## src/rtl/uop_pkg.sv

```systemverilog
// uop_pkg: shared widths and uop word layout for the microcode-to-issue path
package uop_pkg;
  localparam int MAX_PREDICT_DEPTH_BITS = 2;
  localparam int INSN_WIDTH = 32;
  localparam int UOP_BUF_SIZE = 8;
  localparam int UOP_BUF_WIDTH = 2*MAX_PREDICT_DEPTH_BITS + 2*INSN_WIDTH;
  typedef logic [MAX_PREDICT_DEPTH_BITS-1:0] branch_tag_t;
  typedef struct packed {
    branch_tag_t tag_a;
    branch_tag_t tag_b;
    logic [INSN_WIDTH-1:0] insn_a;
    logic [INSN_WIDTH-1:0] insn_b;
  } uop_word_t;
endpackage

```

## src/rtl/uop_slot_select.sv

```systemverilog
// uop_slot_select: picks the oldest valid slot of a uop word and decides whether the word retires
module uop_slot_select import uop_pkg::*; #(
  parameter int TAG_BITS = MAX_PREDICT_DEPTH_BITS,
  parameter int INSN_WIDTH = uop_pkg::INSN_WIDTH
) (
  input  logic v_a,
  input  logic v_b,
  input  logic [2*TAG_BITS+2*INSN_WIDTH-1:0] uop,
  input  logic issue,
  output logic offer,
  output logic [INSN_WIDTH-1:0] insn,
  output logic [TAG_BITS-1:0] tag,
  output logic slot,
  output logic pop
);
  localparam int W = 2*TAG_BITS + 2*INSN_WIDTH;
  assign offer = v_a || v_b;
  assign slot = !v_a && v_b;
  assign insn = v_a ? uop[2*INSN_WIDTH-1 -: INSN_WIDTH] : v_b ? uop[INSN_WIDTH-1:0] : '0;
  assign tag = v_a ? uop[W-1 -: TAG_BITS] : v_b ? uop[W-TAG_BITS-1 -: TAG_BITS] : '0;
  assign pop = !offer || (issue && !(v_a && v_b));
endmodule

```

## src/rtl/uop_issue_queue.sv

```systemverilog
// uop_issue_queue: buffers two-slot uop words and issues one instruction per cycle with tag-based flush
module uop_issue_queue import uop_pkg::*; #(
  parameter int DEPTH = UOP_BUF_SIZE,
  parameter int TAG_BITS = MAX_PREDICT_DEPTH_BITS,
  parameter int INSN_WIDTH = uop_pkg::INSN_WIDTH
) (
  input  logic clk,
  input  logic reset,
  input  logic in_valid,
  output logic in_ready,
  input  logic [2*TAG_BITS+2*INSN_WIDTH-1:0] in_uop,
  output logic out_valid,
  input  logic out_ready,
  output logic [INSN_WIDTH-1:0] out_insn,
  output logic [TAG_BITS-1:0] out_tag,
  output logic out_slot,
  input  logic flush_valid,
  input  logic [TAG_BITS-1:0] flush_tag,
  output logic [$clog2(DEPTH):0] count
);
  localparam int W = 2*TAG_BITS + 2*INSN_WIDTH;
  localparam int PW = $clog2(DEPTH);
  localparam int CW = PW + 1;
  logic [W-1:0] mem [DEPTH];
  logic [DEPTH-1:0] va, vb;
  logic [PW-1:0] wr_ptr, rd_ptr;
  logic nonempty, push, issue, offer, sel_pop, pop, head_va, head_vb, in_va, in_vb;
  assign nonempty = count != '0;
  assign head_va = nonempty && va[rd_ptr];
  assign head_vb = nonempty && vb[rd_ptr];
  assign in_ready = count != CW'(DEPTH);
  assign push = in_valid && in_ready;
  assign out_valid = offer && !(flush_valid && flush_tag == out_tag);
  assign issue = out_valid && out_ready;
  assign pop = nonempty && sel_pop;
  assign in_va = in_uop[2*INSN_WIDTH-1 -: INSN_WIDTH] != '0 && !(flush_valid && in_uop[W-1 -: TAG_BITS] == flush_tag);
  assign in_vb = in_uop[INSN_WIDTH-1:0] != '0 && !(flush_valid && in_uop[W-TAG_BITS-1 -: TAG_BITS] == flush_tag);
  uop_slot_select #(.TAG_BITS(TAG_BITS), .INSN_WIDTH(INSN_WIDTH)) u_sel (
    .v_a(head_va),
    .v_b(head_vb),
    .uop(mem[rd_ptr]),
    .issue(issue),
    .offer(offer),
    .insn(out_insn),
    .tag(out_tag),
    .slot(out_slot),
    .pop(sel_pop)
  );
  always_ff @(posedge clk)
    if (push) mem[wr_ptr] <= in_uop;
  always_ff @(posedge clk)
    if (reset) begin
      wr_ptr <= '0;
      rd_ptr <= '0;
      count <= '0;
      va <= '0;
      vb <= '0;
    end else begin
      for (int i = 0; i < DEPTH; i++) begin
        if (flush_valid && mem[i][W-1 -: TAG_BITS] == flush_tag) va[i] <= 1'b0;
        if (flush_valid && mem[i][W-TAG_BITS-1 -: TAG_BITS] == flush_tag) vb[i] <= 1'b0;
      end
      if (issue && !out_slot) va[rd_ptr] <= 1'b0;
      if (issue && out_slot) vb[rd_ptr] <= 1'b0;
      if (push) begin
        va[wr_ptr] <= in_va;
        vb[wr_ptr] <= in_vb;
        wr_ptr <= wr_ptr + 1'b1;
      end
      if (pop) rd_ptr <= rd_ptr + 1'b1;
      count <= count + CW'(push) - CW'(pop);
    end
endmodule

```

## config.mk

```make
export PLATFORM = sky130hd
export DESIGN_NAME = uop_issue_queue
export DESIGN_NICKNAME = d
export VERILOG_FILES = /design/src/rtl/uop_pkg.sv /design/src/rtl/uop_slot_select.sv /design/src/rtl/uop_issue_queue.sv
export SDC_FILE = /design/constraint.sdc
export NUM_CORES = 1
export LEC_CHECK = 0
export CAP_MARGIN = 10
export CORE_MARGIN = 2
export CORE_UTILIZATION = 55
export CTS_CLUSTER_DIAMETER = 40
export DETAILED_ROUTE_END_ITERATION = 8
export MAX_ROUTING_LAYER = met4
export PLACE_DENSITY = 0.71
export SLEW_MARGIN = 10
export SYNTH_ARGS = -nofsm -noshare
export SYNTH_HDL_FRONTEND = slang
export SYNTH_SLANG_ARGS = --single-unit
```

## constraint.sdc

```tcl
create_clock -name clk -period 10.2 [get_ports clk]
set_input_delay 2.04 -clock clk [delete_from_list [all_inputs] [get_ports clk]]
set_output_delay 2.04 -clock clk [all_outputs]
set_load 0.02 [all_outputs]
```

== Word-level counts from Yosys, hierarchy flattened ==
Memory sizes are Yosys's and may differ from the RTL's. A register that Yosys moved wholly into a read port is not among the register bits.
Cells that the tools add are included.

* Output and inout port bits: 41
* Logic and storage cells: 139
* Flip-flop bits (word level): 26
* Input port bits: 75
* RAM bits: 544
* Memories kept: 1

{| class="wikitable"
|+ Memory list
! memory !! depth !! width !! read ports !! clocked after memory_dff !! write ports !! RTL line !! RTL
|-
| mem || 8 || 68 || 9 || 1 || 1 || uop_issue_queue.sv:24 || <nowiki>logic [W-1:0] mem [DEPTH];</nowiki>
|}

* Bitwise logic cells: 3
* Add/subtract/negate cells: 4
* Equality and inequality tests: 20
* Mux-type cells: 56
* Order comparisons: 4
* Reduce and logical (&&, ||, !) cells: 46

{| class="wikitable"
|+ Operators by type and width
! cell !! number
|-
| 32-bit two-way mux || 2
|-
| 32-bit nonzero test || 2
|-
| 8-bit two-way mux || 6
|-
| 2-bit equality test || 19
|-
| 1-bit two-way mux || 38
|-
| 1-bit logical AND || 34
|-
| 8-bit bitwise AND || 2
|-
| 8-bit bitwise mux || 2
|-
| 3-bit by 4-bit < comparator with 1-bit output, second input constant || 2
|-
| 8-bit inverter || 1
|-
| 1-bit zero test || 7
|-
| 3-bit by 1-bit adder with 3-bit output, second input constant || 2
|-
| 1-bit binary-select mux with 3-bit select || 2
|-
| 1-bit demux with 3-bit select || 2
|-
| 3-bit by 1-bit >= comparator with 1-bit output, second input constant || 2
|-
| 3-bit two-way mux || 2
|-
| 4-bit by 1-bit adder with 4-bit output || 1
|-
| 2-bit two-way mux || 2
|-
| 4-bit inequality test, second input constant || 1
|-
| 4-bit nonzero test || 1
|-
| 4-bit by 1-bit subtractor with 4-bit output || 1
|-
| 1-bit logical OR || 2
|}

== Depth between registers and ports, before layout ==
Gate-level depths: netlist (run 1).

* Depth in word-level cells: 15
* Depth in mapped cells: 14

== Cells and area by module ==
Synthesis (run 1) repeated with hierarchy kept, for this count alone.

* Cells, all modules: 1102
* Area total of the unflattened synthesis: 22968.3 um^2

{| class="wikitable"
|+ Modules (own cells, without submodules)
! module !! area an instance (um^2) !! times used !! cells each
|-
| uop_issue_queue || 22535.4 || 1 || 1051
|-
| uop_slot_select || 432.9 || 1 || 51
|}

== Worst setup path after synthesis (run 1) ==
Ideal clock, no wire load.

* Kind: in2out
* Start: input flush_tag[1]
* End: output out_valid
* Data required time: 8.160 ns
* Arrival time: 3.313 ns
* Cell stages on the path: 5
* Buffers on the path: 2
* Path slack: 4.847 ns
* Path through: clkbuf_1 > xor2_2 > o311ai_4 > buf_6 > inv_2

* Longest elaborated chain between the ends: 4

{| class="wikitable"
|+ Ends and longest elaborated chain
! element !! RTL line !! RTL
|-
| start, declared || uop_issue_queue.sv:18 || <nowiki>input logic [TAG_BITS-1:0] flush_tag,</nowiki>
|-
| 2-bit equality test || uop_issue_queue.sv:33 || <nowiki>assign out_valid = offer && !(flush_valid && flush_tag == out_tag);</nowiki>
|-
| 1-bit logical AND || uop_issue_queue.sv:33 ||
|-
| 1-bit zero test || uop_issue_queue.sv:33 ||
|-
| 1-bit logical AND || uop_issue_queue.sv:33 ||
|-
| end, declared || uop_issue_queue.sv:12 || <nowiki>output logic out_valid,</nowiki>
|}

No other way between the ends.

== Worst setup path in the final report (run 1) ==
* Start: input flush_tag[0]
* End: output out_valid

The elaborated chain is that of the path after synthesis.

==> impl_results.md, run 1 <==
* Crit-path cells: clkdlybuf4s50_1 > nor2_1 > o21ai_0 > o21ai_1 > o311ai_4 > inv_2 > clkdlybuf4s50_1
* Area Overhead vs Synth at 18.0%
* Max-slew violations at 0
* TritonCTS clock tree: built
* Final worst path period need at about 7 ns
* Post-Syn Instances at 1106
* XOR/XNOR share of the synthesized area at 0.0165
* Final GP Congestion at ~0.86
* Dominant cell type by area after synthesis: edfxtp_1
* RSZ-0062 raised after global routing: false
* Worst-path clk slew at 0.05 ns
* Crit-path max cell delay at 1.15 ns
* Startpoint Class: input pin
* Synthesized area at 22800 µm²
* Hold Path Class: reg2reg
* Crit. End Element: primary output
* Post-synthesis mux area share at 0.169
* H-tree depth at 3
* Antenna viol nets, final at 0
* Ports at 116
* Synth Area in Simple Gates at 0.0316
* Antenna violations before repair at 4
* Count of final setup violators at 0
* Via count of the first global-routing pass at 11900
* Hold_buf cts at 0
* Top-count cell post-synth: edfxtp_1
* Worst Path Required at 8.16 ns
* Highest Clock Rate at 146 MHz
* Die area at 43000 µm²
* Post-DR vias/cell at 6.21
* Most numerous cell on the critical path: clkdlybuf4s50_1
* CP max FO at 20
* CP delay by family, top: buffers and inverters
* Sequential share of the synthesized area at 0.743
* Worst r2r dst: count[3]
* Slew @ Worst Pin at roughly 1.1 ns
* Clock tree buffer depth at 3
* Synth area leaders: edfxtp_1 (72%), mux4_2 (14%), mux2i_1 (3.0%), dfxtp_1 (2.5%), xnor2_1 (1.5%)
* First-pass GRT wire length at ~74000 µm
* Power Total at 6.90 mW
* Power per standard cell area at approximately 260 nW/µm²
* Synth Register Bits at 573
* Post-synth top area share at 0.717
* Synthesized-area fraction occupied by adder cells at 0.00473
* Post-layout util at 0.658
* Reg2Reg Setup Slack at around 5.7 ns
* Clk_skew at 0.0125 ns
* Hold Path Depth at 2
* Final HPWL from detailed placement at about 27000 µm
* Chip Height at 207 µm
* Root buf cell: clkbuf_16
* Synthesized netlist net count at ~1200
* Post-synth EDFFs at 544
* Cts bufs inserted at 70
* Clock sinks at 573
* Slew HR at 0.289
* Worst-skew pair later-pin latency at roughly 0.58 ns
* Initial core utilization at 0.558
* Part of the cycle the worst path needs at 0.672
* Hold EP: vb[0]
* First DRT Iteration DRCs at 1055
* Lkg Pwr at between 8 and 9 nW
* Share of post-route cells with drive strength above 1 at 0.224
* Setup_tns at 0 ns
* VDD IR max at 0.108 mV
* Synth Flop Type: edfxtp_1
* Status: complete, no violations
* Buffers & Inverters on Critical Path at 3
* Final hold vios at 0
* Hold path startpoint: vb[0]
* Core area at 40800 µm²
* Post-cts gate resize count at 0
* DR vias at between 10000 and 15000
* PortBufs at 115
* YS warnings at 0
* Overall Global Routing Usage at 0.238
* Average size of a mapped cell at 20.6 µm²
* Die X at 207 µm
* Drt wl/cell at 26.5 µm
* Post-CTS setup buffer count at 0
* Critical-path top delay cell: clkdlybuf4s50_1
* Routed wire length at 48800 µm
* Critical path class: in2out
* Fillers at approximately 2600
* First-pass DRT Iterations at 7
* Rows at 74
* Global route total overflow at 0
* Largest family of logic cells by synthesized area: multiplexers
* Reg2Reg Depth at 12
* Largest net degree at the start of global routing at 62
* Synth async-reset ratio at 0
* DRC Markers at 0
* Max-cap violations at 0
* Netlist cell types at 48
* Final net count at 1331
* Post-synth top cells: edfxtp_1 (544), mux4_2 (138), mux2i_1 (69)
* Synth Area in Compound Gates at 0.0210
* Data arrival, critical path at 4.82 ns
==> logic make-up after synthesis <==
group           count (synthesis)
compound gates                 70
xor+xnor                       42
fa+ha+maj                       8
buf+inv                        79
flops                         573
mux                           212
simple gates                  122
==> power by group <==
part	internal [mW]	switching, mW	leakage [nW]
Sequential	2.74	0.125	5.17
Combinational	0.748	0.794	1.94
Clock	1.52	0.968	1.15
==> worst max-delay path by stage <==
| stage | to | slack [ns] | depth (start not counted) | start |
|---|---|---|---|---|
| 3_3_place_gp | out_valid | 3.34 | 7 | flush_tag[0] |
| 2_1_floorplan | out_valid | 4.85 | 5 | flush_tag[1] |
| 3_5_place_dp | out_valid | 3.36 | 7 | flush_tag[0] |
| 4_1_cts | out_valid | 3.29 | 9 | flop |
| 6_report | out_valid | 3.34 | 7 | flush_tag[0] |
| 5_1_grt | out_valid | 2.99 | 9 | flop |
==> final cells by class <==
type	instances	area [µm²]	area share
sequential	573	16900	0.630
clock inverter	46	497	0.0185
inverter	17	73.8	0.00275
timing repair buffer	132	1280	0.0476
tap	532	666	0.0248
antenna	4	10.0	0.000372
clock buffer	83	1890	0.0702
multi-input combinational	454	5540	0.206
==> sequential cells by signal (all words and copies together) (netlist names), named ones only <==
signal  cells
mem       544
va          8
rd_ptr      3
wr_ptr      3
vb          8
count       4
==> routing by layer <==
metal | routed length [µm] | part of all wire | global-route usage
met1 | 21300 | 0.44 | 0.335
met4 | 1030 | 0.021 | 0.0734
met5 | 0 | 0 | -
met3 | 3020 | 0.062 | 0.0451
met2 | 23500 | 0.48 | 0.360
==> placed cells by master, fill, tap and decap left out, types with 10 or more instances in the layout <==
cell,instances
nand3_1,21
nor2_1,15
buf_4,17
nand4b_1,16
clkdlybuf4s50_1,115
mux2i_1,69
o22ai_1,49
xnor2_1,38
clkbuf_16,74
inv_6,11
nor4_1,32
edfxtp_1,544
clkinv_1,10
nand2_1,14
clkinv_2,12
mux4_2,138
dfxtp_1,26
==> stage by stage <==
stage                     area [µm²]  std cells  worst slack (ns)  hold WS (ns)
after floorplan                22800       1106              4.85         0.468
after global placement         24500       1708              3.34         0.481
after detailed placement       24500       1708              3.36         0.493
after CTS                      26900       1837              3.29         0.503
after global routing           26900       1841              2.99         0.527
final                          26900       1841              3.34         0.505
==> tightest hold or removal path, cell delays in order (launching register included) <==
cell      delay, ns
dfxtp_1        0.31
nand4b_1       0.09
o22ai_1        0.06
(Power assumes the default switching activity.)
==> inputs of run 2 (changes only) <==
==> constraint.sdc (replaced) <==
create_clock -name clk -period 7.2 [get_ports clk]
set_input_delay 1.44 -clock clk [delete_from_list [all_inputs] [get_ports clk]]
set_output_delay 1.44 -clock clk [all_outputs]
set_load 0.02 [all_outputs]
==> run 2 against run 1 <==
Against the previous run:
- sequential share of layout area increased by 0.17 points
- total power increased by 41%
- combinational power increased by 42%
- flip-flop and latch count unchanged
- worst hold slack got worse by 0.0017 ns
- non-clock buffer count unchanged
- critical path depth increased by 1
==> impl_results.md, run 2 (same netlist as run 1, synthesis figures left out) <==
* Status: complete, no violations (unchanged)
* Reg2Reg Depth at 12 (unchanged)
* Global route total overflow at 0 (unchanged)
* Place WS at 1.92 ns (was 3.36 ns)
* Worst-path clk slew at 0.05 ns (about the same)
* Worst r2r dst: count[3] (unchanged)
* Max FFs per register at 544 (unchanged)
* Most frequent cells in the layout: edfxtp_1 (544), mux4_2 (138), clkdlybuf4s50_1 (115) (unchanged)
* RSZ-0062 raised after global routing: false (unchanged)
* Hold EP: vb[5] (was vb[0])
* Crit. End Element: primary output (unchanged)
* Rows at 74 (unchanged)
* Fillers at 2643 (was 2641)
* Antenna violations before repair at 2 (was 4)
* Drt wl/cell at 27.0 µm (was 26.5 µm)
* TritonCTS clock tree: built (unchanged)
* Slew @ Worst Pin at 1.04 ns (was 1.07 ns)
* Power per standard cell area at 362 nW/µm² (was 257 nW/µm²)
* Initial core utilization at 0.558 (unchanged)
* Hold_buf cts at 0 (unchanged)
* Slew HR at 0.308 (was 0.289)
* Clock tree buffer depth at 3 (unchanged)
* Reg2Reg Setup Slack at 3.26 ns (was 5.65 ns)
* Clk_skew at 0.0213 ns (was 0.0125 ns)
* Hold Path Class: reg2reg (unchanged)
* Post-cts gate resize count at 0 (unchanged)
* Sw Ratio at 0.276 (was 0.274)
* Max-slew violations at 0 (unchanged)
* Routed wire length at 49400 µm (was 48800 µm)
* Hold Path Depth at 2 (unchanged)
* Sequential share of power at 0.418 (was 0.415)
* Chip Height at 207 µm (unchanged)
* DR vias at 11500 (was 11400)
* Post-DR vias/cell at 6.26 (was 6.21)
* CP max FO at 46 (was 20)
* First DRT Iteration DRCs at 1121 (was 1055)
* Final worst path period need at 5.58 ns
* Core area at 40800 µm² (unchanged)
* Crit-path max cell delay at 0.76 ns (was 1.15 ns)
* Worst Path Required at 5.76 ns (was 8.16 ns)
* Critical path class: reg2out (was in2out)
* Critical-path top delay cell: dfxtp_4 (was clkdlybuf4s50_1)
* Clock sinks at 573 (unchanged)
* Post-layout util at 0.656 (was 0.658)
* Max-cap violations at 0 (unchanged)
* Overall Global Routing Usage at 0.242 (was 0.238)
* Crit-path cells: buf_4 > mux2i_1 > or2_1 > o211ai_1 > o21ai_1 > o311ai_4 > inv_2 > clkdlybuf4s50_1 (was clkdlybuf4s50_1 > nor2_1 > o21ai_0 > o21ai_1 > o311ai_4 > inv_2 > clkdlybuf4s50_1)
* Setup_tns at 0 ns (unchanged)
* VDD IR max at 0.199 mV (was 0.108 mV)
* Area Overhead vs Synth at 17.7% (was 18.0%)
* Via count of the first global-routing pass at 11900 (about the same)
* PortBufs at 115 (unchanged)
* Post-CTS setup buffer count at 0 (unchanged)
* Count of final setup violators at 0 (unchanged)
* Worst-skew pair later-pin latency at 0.60 ns (was 0.58 ns)
* Lkg Pwr at 8.23 nW (was 8.27 nW)
* Die area at 43000 µm² (unchanged)
* Commonest non-fill, non-tap cell in the layout: edfxtp_1 (unchanged)
* Final HPWL from detailed placement at 27600 µm (was 26900 µm)
* Sw power at 2.68 mW (was 1.89 mW)
* Most flops, register: mem (unchanged)
* First-pass GRT wire length at 74900 µm (was 74200 µm)
* Largest regs: mem: 544 flops, va: 8 flops, vb: 8 flops (unchanged)
* Final GP Congestion at 0.874 (was 0.857)
* Ports at 116 (unchanged)
* Setup WS post-layout at 1.62 ns (was 3.34 ns)
* Part of the cycle the worst path needs at 0.776
* Cts bufs inserted at 71 (was 70)
* Comb pwr share at 0.225 (was 0.224)
* First-pass DRT Iterations at 7 (unchanged)
* CP delay by family, top: buffers and inverters (unchanged)
* Highest Clock Rate at roughly 180 MHz
* Data arrival, critical path at 4.14 ns (was 4.82 ns)
* Antenna viol nets, final at 0 (unchanged)
* DRC Markers at 0 (unchanged)
* Clock power share at 0.357 (was 0.361)
* Final hold vios at 0 (unchanged)
* Final net count at 1332 (was 1331)
* Hold path startpoint: vb[5] (was vb[0])
* Die X at 207 µm (unchanged)
* Buffers & Inverters on Critical Path at 3 (unchanged)
* Share of post-route cells with drive strength above 1 at 0.225 (was 0.224)
* Startpoint Class: flop (was input pin)
* Largest net degree at the start of global routing at 60 (was 62)
* H-tree depth at 3 (unchanged)
* Root buf cell: clkbuf_16 (unchanged)
* Int Pwr at 7.03 mW (was 5.01 mW)
## run 2: per-layer routing
| layer | vias up | share of wire | GRT usage |
|---|---|---|---|
| met4 | 0 | 0.024 | 0.0803 |
| met5 | - | 0 | - |
| met2 | 440 | 0.48 | 0.367 |
| met1 | 6005 | 0.42 | 0.334 |
| met3 | 92 | 0.070 | 0.0474 |
| li1 | 4935 | - | - |
## run 2: power groups by stage
stage | Combinational (mW) | Sequential [mW] | Clock (mW)
global route | 2.35 | 4.09 | 3.64
floorplan | 1.62 | 4.00 | 0
CTS | 2.22 | 4.07 | 3.51
global placement | 2.20 | 4.12 | 0
finish | 2.18 | 4.06 | 3.47
detailed placement | 2.21 | 4.13 | 0
## run 2: worst max path at each step
stage                            to  cells past startpoint
after CTS                 out_valid                      8
after global routing      out_valid                      8
final                     out_valid                      8
after detailed placement  out_valid                      5
after global placement    out_valid                      5
after floorplan           out_valid                      5
## run 2: final cells by class
type,count,area (µm²),area share
antenna,2,5.00,0.000187
clock buffer,81,1860,0.0693
clock inverter,41,444,0.0166
inverter,17,73.8,0.00275
multi-input combinational,454,5540,0.207
sequential,573,16900,0.632
tap,532,666,0.0248
timing repair buffer,132,1290,0.0482
## run 2: through the flow
| stage | hold WS (ns) | cell area [µm²] | power, mW | cells |
|---|---|---|---|---|
| finish | 0.503 | 26800 | 9.71 | 1832 |
| global route | 0.519 | 26800 | 10.1 | 1832 |
| CTS | 0.500 | 26800 | 9.80 | 1830 |
| detailed placement | 0.488 | 24500 | 6.34 | 1708 |
| global placement | 0.487 | 24500 | 6.32 | 1708 |
| floorplan | 0.468 | 22800 | 5.62 | 1106 |
## run 2: worst reg2reg max path, cell delays in order, from the launching register on
cell and delay [ns]:
dfxtp_4 0.76, buf_4 0.71, mux2i_1 0.23, or2_1 0.27
o211ai_1 0.21, o211ai_1 0.13, o31ai_2 0.44, nand2b_1 0.23
ha_1 0.24, a21o_1 0.18, a21oi_1 0.20, xnor2_1 0.14
nor2_1 0.05
==> inputs of run 3 (changes only) <==
==> constraint.sdc (replaced) <==
create_clock -name clk -period 5.3 [get_ports clk]
set_input_delay 1.06 -clock clk [delete_from_list [all_inputs] [get_ports clk]]
set_output_delay 1.06 -clock clk [all_outputs]
set_load 0.02 [all_outputs]
==> run 3 against run 2 <==
Against the previous run:
- utilization is 0.44 points higher
- combinational power is 43% higher
- worst hold slack better by 0.0088 ns
- global-route usage is 0.37 points lower
- die area stayed put
- final cell count is 0.93% higher
==> impl_results.md, run 3 (same netlist as run 1, synthesis figures left out) <==
* Crit. End Element: primary output (unchanged)
* Critical path class: reg2out (unchanged)
* Drt wl/cell at 26.5 µm (was 27.0 µm)
* Cts bufs inserted at 71 (unchanged)
* Critical-path top delay cell: or2_2 (was dfxtp_4)
* Via count of the first global-routing pass at 11500 (was 11900)
* Part of the cycle the worst path needs at 0.933
* Final Non-Filler Cells at 1849 (was 1832)
* Hold path startpoint: vb[2] (was vb[5])
* Multi-input gate area at 5540 µm² (unchanged)
* Status: complete, no violations (unchanged)
* Final net count at 1341 (was 1332)
* RSZ-0062 raised after global routing: false (unchanged)
* TritonCTS clock tree: built (unchanged)
* Share of post-route cells with drive strength above 1 at 0.232 (was 0.225)
* Worst-path clk slew at 0.05 ns (about the same)
* Count of final setup violators at 0 (unchanged)
* First-pass DRT Iterations at 5 (was 7)
* Startpoint Class: flop (unchanged)
* Fin area at 27000 µm² (was 26800 µm²)
* Max-cap violations at 0 (unchanged)
* Final HPWL from detailed placement at 27700 µm (was 27600 µm)
* Post-DR vias/cell at 6.13 (was 6.26)
* Rows at 74 (unchanged)
* Die area at 43000 µm² (unchanged)
* Final hold vios at 0 (unchanged)
* PortBufs at 115 (unchanged)
* Final worst path period need at 4.94 ns
* Root buf cell: clkbuf_16 (unchanged)
* Setup_tns at 0 ns (unchanged)
* Most frequent cells in the layout: edfxtp_1 (544), mux4_2 (138), clkdlybuf4s50_1 (115) (unchanged)
* Initial core utilization at 0.558 (unchanged)
* VDD IR max at 0.341 mV (was 0.199 mV)
* Clock tree buffer depth at 3 (unchanged)
* DR vias at 11300 (was 11500)
* Lkg Pwr at 8.32 nW (was 8.23 nW)
* Hold Path Class: reg2reg (unchanged)
* Commonest non-fill, non-tap cell in the layout: edfxtp_1 (unchanged)
* Largest regs: mem: 544 flops, va: 8 flops, vb: 8 flops (unchanged)
* Clock sinks at 573 (unchanged)
* Worst r2r dst: count[1] (was count[3])
* Most flops, register: mem (unchanged)
* Reg2Reg Depth at 11 (was 12)
* CP max FO at 41 (was 46)
* Placed cell count at 1717 (was 1708)
* Power Total at 13.3 mW (was 9.71 mW)
* Post-layout util at 0.661 (was 0.656)
* Post-CTS setup buffer count at 0 (unchanged)
* Max-slew violations at 0 (unchanged)
* Crit-path cells: mux4_2 > mux2i_2 > or2_2 > inv_2 > clkdlybuf4s50_1 (was buf_4 > mux2i_1 > or2_1 > o211ai_1 > o21ai_1 > o311ai_4 > inv_2 > clkdlybuf4s50_1)
* Overall Global Routing Usage at 0.238 (was 0.242)
* H-tree depth at 3 (unchanged)
* Met1 WL at 20900 µm (was 20800 µm)
* DRC Markers at 0 (unchanged)
* Met2 wire length at 23800 µm (was 23900 µm)
* Power per standard cell area at 495 nW/µm² (was 362 nW/µm²)
* Slew @ Worst Pin at 1.14 ns (was 1.04 ns)
* Hold_buf cts at 0 (unchanged)
* Antenna violations before repair at 4 (was 2)
* Hold EP: vb[2] (was vb[5])
* Reg2Reg Setup Slack at 1.58 ns (was 3.26 ns)
* Area Overhead vs Synth at 18.5% (was 17.7%)
* Hold Path Depth at 2 (unchanged)
* Post-cts gate resize count at 0 (unchanged)
* Area occupied by registers at 16900 µm² (unchanged)
* Chip Height at 207 µm (unchanged)
* Max layer used: met4 (unchanged)
* DP Area at 24600 µm² (was 24500 µm²)
* Worst Path Required at 4.24 ns (was 5.76 ns)
* Highest Clock Rate at 202 MHz
* Ports at 116 (unchanged)
* Worst-skew pair later-pin latency at 0.59 ns (was 0.60 ns)
* First DRT Iteration DRCs at 1115 (was 1121)
* Fillers at 2658 (was 2643)
* Max FFs per register at 544 (unchanged)
* Global route total overflow at 0 (unchanged)
* Crit-path max cell delay at 0.94 ns (was 0.76 ns)
* Data arrival, critical path at 3.88 ns (was 4.14 ns)
* Die X at 207 µm (unchanged)
* First-pass GRT wire length at 73300 µm (was 74900 µm)
* Largest net degree at the start of global routing at 83 (was 60)
* Slew HR at 0.242 (was 0.308)
* Antenna viol nets, final at 0 (unchanged)
* Core area at 40800 µm² (unchanged)
* Clk_skew at 0.0250 ns (was 0.0213 ns)
* Routed wire length at 48900 µm (was 49400 µm)
* Final GP Congestion at 0.917 (was 0.874)
* Met3 Routed Length at 3000 µm (was 3480 µm)
run 3: worst max path at each step:
stage	startpoint	endpoint	slack, ns	depth (start not counted)
finish	rd_ptr[0]	out_slot	0.36	5
global placement	rd_ptr[0]	out_slot	1.07	5
detailed placement	rd_ptr[0]	out_slot	0.95	5
floorplan	count[2]	out_valid	1.58	9
CTS	rd_ptr[0]	out_slot	0.34	5
global route	rd_ptr[0]	out_slot	0.20	5
run 3: area by class of cell:
| class | instances | area share |
|---|---|---|
| well taps | 532 | 0.0247 |
| clock inverters | 48 | 0.0192 |
| inverters | 17 | 0.00274 |
| multi-input cells | 454 | 0.205 |
| clock buffers | 80 | 0.0687 |
| flip-flops and latches | 573 | 0.627 |
| diodes | 4 | 0.000371 |
| repair buffers | 141 | 0.0517 |
run 3: power by group:
group	internal [mW]	total, mW	switching (mW)
combinational	1.46	3.12	1.66
clock	2.94	4.82	1.88
sequential	5.27	5.41	0.139
run 3: stage by stage:
stage / setup WS [ns] / hold WS (ns)
floorplan: 1.58 / 0.468
global placement: 1.07 / 0.498
detailed placement: 0.955 / 0.504
CTS: 0.339 / 0.511
global route: 0.196 / 0.517
finish: 0.357 / 0.512
run 3: layer usage:
layer | vias up | global-route usage
li1 | 4951 | -
met1 | 5940 | 0.328
met2 | 361 | 0.365
met3 | 76 | 0.0440
met4 | 0 | 0.0771
met5 | - | -
run 3: worst max-delay path, delay by kind of cell, from the launching register on:
kind | cells | cell delay (ns)
simple gates | 1 | 0.94
flops | 1 | 0.58
mux | 2 | 0.90
buf+inv | 2 | 0.88
